$ cat src/rtl/vedic_mult4_pipe.sv
// Two-stage pipelined 4x4 unsigned Urdhva-Tiryakbhyam multiplier with
// valid/ready handshakes; S1 holds 2x2 partial products, S2 holds the product.
module vedic_mult4_pipe (
    input  logic       CP,
    input  logic       R_n,
    input  logic       in_valid,
    output logic       in_ready,
    input  logic [3:0] a,
    input  logic [3:0] b,
    output logic       out_valid,
    input  logic       out_ready,
    output logic [7:0] p,
    output logic       busy
);

    localparam int unsigned OP_W  = 4;
    localparam int unsigned PP_W  = 4;
    localparam int unsigned MID_W = 6;
    localparam int unsigned P_W   = 2 * OP_W;

    // 2x2 cell: vertical and crosswise AND terms combined with two half adders
    function automatic logic [PP_W-1:0] vedic2x2(input logic [1:0] x, input logic [1:0] y);
        logic t_lo, t_x1, t_x2, t_hi, c1;
        logic [PP_W-1:0] r;
        t_lo = x[0] & y[0];
        t_x1 = x[1] & y[0];
        t_x2 = x[0] & y[1];
        t_hi = x[1] & y[1];
        c1   = t_x1 & t_x2;
        r[0] = t_lo;
        r[1] = t_x1 ^ t_x2;
        r[2] = t_hi ^ c1;
        r[3] = t_hi & c1;
        return r;
    endfunction

    logic [PP_W-1:0]  pp0, pp1, pp2, pp3;
    logic             s1_valid;
    logic             s2_free;
    logic             accept;
    logic             advance;
    logic [MID_W-1:0] mid_sum;
    logic [P_W-1:0]   p_sum;

    assign s2_free  = !out_valid | out_ready;
    assign in_ready = !s1_valid | s2_free;
    assign accept   = in_valid & in_ready;
    assign advance  = s1_valid & s2_free;
    assign busy     = s1_valid | out_valid;

    // Crosswise terms share weight 4; the top term carries weight 16
    assign mid_sum = MID_W'(pp1) + MID_W'(pp2);
    assign p_sum   = P_W'(pp0) + P_W'({mid_sum, 2'b00}) + P_W'({pp3, 4'b0000});

    always_ff @(posedge CP or negedge R_n) begin
        if (!R_n) begin
            pp0      <= '0;
            pp1      <= '0;
            pp2      <= '0;
            pp3      <= '0;
            s1_valid <= 1'b0;
        end else begin
            if (accept) begin
                pp0 <= vedic2x2(a[1:0], b[1:0]);
                pp1 <= vedic2x2(a[3:2], b[1:0]);
                pp2 <= vedic2x2(a[1:0], b[3:2]);
                pp3 <= vedic2x2(a[3:2], b[3:2]);
            end
            s1_valid <= accept | (s1_valid & !s2_free);
        end
    end

    // p only changes on an S1 -> S2 transfer, so it holds under backpressure and when idle
    always_ff @(posedge CP or negedge R_n) begin
        if (!R_n) begin
            p         <= '0;
            out_valid <= 1'b0;
        end else begin
            if (advance) begin
                p <= p_sum;
            end
            out_valid <= advance | (out_valid & !out_ready);
        end
    end

endmodule

$ cat config.mk
export PLATFORM = sky130hd
export DESIGN_NAME = vedic_mult4_pipe
export DESIGN_NICKNAME = d
export VERILOG_FILES = /design/src/rtl/vedic_mult4_pipe.sv
export SDC_FILE = /design/constraint.sdc
export NUM_CORES = 1
export LEC_CHECK = 0
export CAP_MARGIN = 20
export CORE_MARGIN = 4
export CORE_UTILIZATION = 55
export CTS_BUF_LIST = sky130_fd_sc_hd__clkbuf_8
export CTS_CLUSTER_DIAMETER = 40
export DETAILED_ROUTE_END_ITERATION = 12
export PLACE_DENSITY = 0.81
export SYNTH_ARGS = -nofsm -noshare
export SYNTH_HDL_FRONTEND = slang
export SYNTH_SLANG_ARGS = --single-unit
$ cat constraint.sdc
create_clock -name CP -period 3 [get_ports CP]
set_input_delay 0.6 -clock CP [delete_from_list [all_inputs] [get_ports CP]]
set_output_delay 0.6 -clock CP [all_outputs]
set_load 0.01 [all_outputs]
==> flow_summary.toml <==
[cells_and_area]
n_antenna_cell = 0
layout-drive-gt1-share = 0.1722
nNetsFinal = 183
fillers = 199
finalNonFillerCells = 181
post-route-util = 0.7054
areaGrowthSynthToFinish_pct = 19.80

[clocking]
htreeDepth = 1
path_clk_slew_ps = 90
hold_buffers = 0
cts_resized = 0
worstSkewPairLatency_ps = 270
cts_num_sinks = 26
clk_path_buf_depth = 2
numCtsBuffers = 3
cts_tree = "done"
post_cts_buffers = 0
clock-root-buffer = "clkbuf_8"

[timing]
layout_min_cycle_time_ps = 2363
final-hold-violation-count = 0
max_slew_margin = 0.7102
tightest_slew_ps = 433.1
clock-skew-final_ps = 3.834
setup_slack_ps = 637.4
setup_tns_ps = 0
max_freq_ghz = 0.4233
fin_crit_sh = 0.7875
rsz0062_at_grt = "no"
slew_viol_final = 0
setup_viol = 0

[route]
ant_nets = 0
drt_wl_total_mm = 2.539
routed-via-count = 977
dr.first_iter.drc_count = 11
drc = 0
wl_per_cell_um = 14.03
vias_per_cell = 5.398
first_pass_iters = 4

[min_path]
hold_path.class = "reg2reg"
hold_depth = 2
worstHoldEndpoint = "p[4]$_DFFE_PN0P_"
hp-start = "p[4]$_DFFE_PN0P_"

[die]
die_h_um = 59.97
io_pins = 23
core_area_sq_mm = 0.002522
die_area_sq_mm = 0.003596
fp.dieW_um = 59.97
row_count = 18
initial_core_util = 0.5888

[global_routing]
grt_pass1_wl_mm = 4.319
grt_pass1_vias = 1004
antenna_found_initial = 0
grt_use_total = 0.1621
grt.overflow.total = 0
grt_max_degree = 27

[worst_setup_path]
worstPathMaxFanout = 3
critical_path_arrival_ps = 1760
reg2reg_to = "p[7]$_DFFE_PN0P_"
worst-path-buf-inv = 2
r2r-start = "pp1[0]$_DFFE_PN0P_"
max_stage_delay_ps = 550
r2r_cells = 9
r2r_slack_ps = 640
crit_chain = "clkdlybuf4s50_1 > nand3b_4 > clkdlybuf4s50_1"
crit_slowest_cell = "clkdlybuf4s50_1"
required_ps = 2400
path_class = "in2out"
cpMostUsedCell = "clkdlybuf4s50_1"
critPathTopFamily = "buffers and inverters"
cp-end-kind = "output pin"
cp-start-kind = "input port"

[synth]
syn_nets = 158
syn_inst = 127
synth_ff_type = "dfrtp_1"
synth-edff-count = 0
synth_cell_types = 23
synth_top_area_cell = "dfrtp_1"
yosys_warnings = 0
yosys-top-cells-area = "dfrtp_1 44%, ha_1 14%, mux2_2 9.9%"
yosysMostFrequentCell = "dfrtp_1"
syn_area_sq_mm = 0.001485
ys_seq_elements = 26
synth_seq_area_share = 0.4381
async_reset_ff_frac = 1.000
yosys-top-cells-count = "26 x dfrtp_1, 17 x ha_1, 15 x nand2_1"
yosysTopAreaCellShare = 0.4381
synth.avg_cell_area_sq_um = 11.69

[placed_design]
post-place-ws_ps = 628.5
dpl.hpwl_mm = 2.050
globalplace.congestion = 0.7874
dp_cells = 177
io_buffers = 22

[power]
p_per_area_mw_per_mm2 = 583.1
p_leak_nw = 0.8741
irDropWorstVdd_v = 0.0003979

[outcome]
outcome = "complete, no violations"

[run]
drv_cap = 0
-- cell usage in the layout, fill, tap and decap left out, types with 4 or more instances in the layout --
master	n
and2_1	12
clkbuf_8	4
clkdlybuf4s50_1	22
dfrtp_1	26
ha_1	17
mux2_2	13
nand2_1	15
nand2b_1	4
nor2_1	4
o21ai_0	8
xnor2_1	4
-- sequential cells by signal, summed over array words and instances, names as in the netlist --
signal / flops
out_valid: 1
pp1: 4
pp0: 4
pp3: 4
s1_valid: 1
p: 8
pp2: 4
-- layer usage --
layer  vias up  track usage  wire (um)
met3         5      0.02592        108
li1        479            -          -
met1       473       0.1851       1088
met5         -            0          0
met4         0      0.05696         38
met2        20       0.3009       1304
-- area by class of cell --
| cell class | count | area [sq um] | area share |
|---|---|---|---|
| clock buffers | 4 | 55.05 | 0.03094 |
| inverters | 3 | 11.26 | 0.006329 |
| multi-input cells | 95 | 797.0 | 0.4480 |
| flip-flops and latches | 26 | 650.6 | 0.3657 |
| well taps | 30 | 37.54 | 0.02110 |
| repair buffers | 23 | 227.7 | 0.1280 |
-- how the worst max path moves through the flow --
stage | to | depth (start not counted) | slack (ps) | start
finish | in_ready | 3 | 640 | out_ready
global route | p[7]$_DFFE_PN0P_ | 9 | 490 | pp1[0]$_DFFE_PN0P_
CTS | p[7]$_DFFE_PN0P_ | 9 | 610 | pp1[0]$_DFFE_PN0P_
detailed placement | in_ready | 3 | 630 | out_ready
global placement | in_ready | 3 | 660 | out_ready
floorplan | p[7]$_DFFE_PN0P_ | 9 | 800 | pp1[0]$_DFFE_PN0P_
-- through the flow --
step,power (W),hold slack [ps],instance area (sq um)
2_1_floorplan,0.0006725,304.4,1485
3_3_place_gp,0.0008045,460.0,1724
3_5_place_dp,0.0008238,471.1,1724
4_1_cts,0.001052,491.7,1779
5_1_grt,0.001104,525.4,1779
6_report,0.001037,486.6,1779
-- report_power, final --
group / switching [W] / internal [W] / total [W] / leakage (nW)
Sequential: 0.0000390 / 0.000416 / 0.000455 / 0.331
Clock: 0.000110 / 0.000117 / 0.000228 / 0.0288
Combinational: 0.000158 / 0.000197 / 0.000354 / 0.515
-- logic make-up (layout without fill, tap and decap cells) --
kind of cell | Yosys count | count (layout) | share of synthesized area
AOI/OAI and AO/OA | 17 | 17 | 0.07497
xor gates and xnor gates | 6 | 6 | 0.03538
adders and majority gates | 19 | 19 | 0.1702
buffers and inverters | 6 | 30 | 0.02527
DFF | 26 | 26 | 0.4381
muxes | 15 | 15 | 0.1188
and+or+nand+nor | 38 | 38 | 0.1373
-- tightest hold or removal path: cells and delay by family, from the launching register on --
kind | cells | cell delay [ps]
DFF | 1 | 350
and+or+nand+nor | 1 | 50
AOI/OAI and AO/OA | 1 | 60
Note: power is estimated with default switching activity, not from simulation.
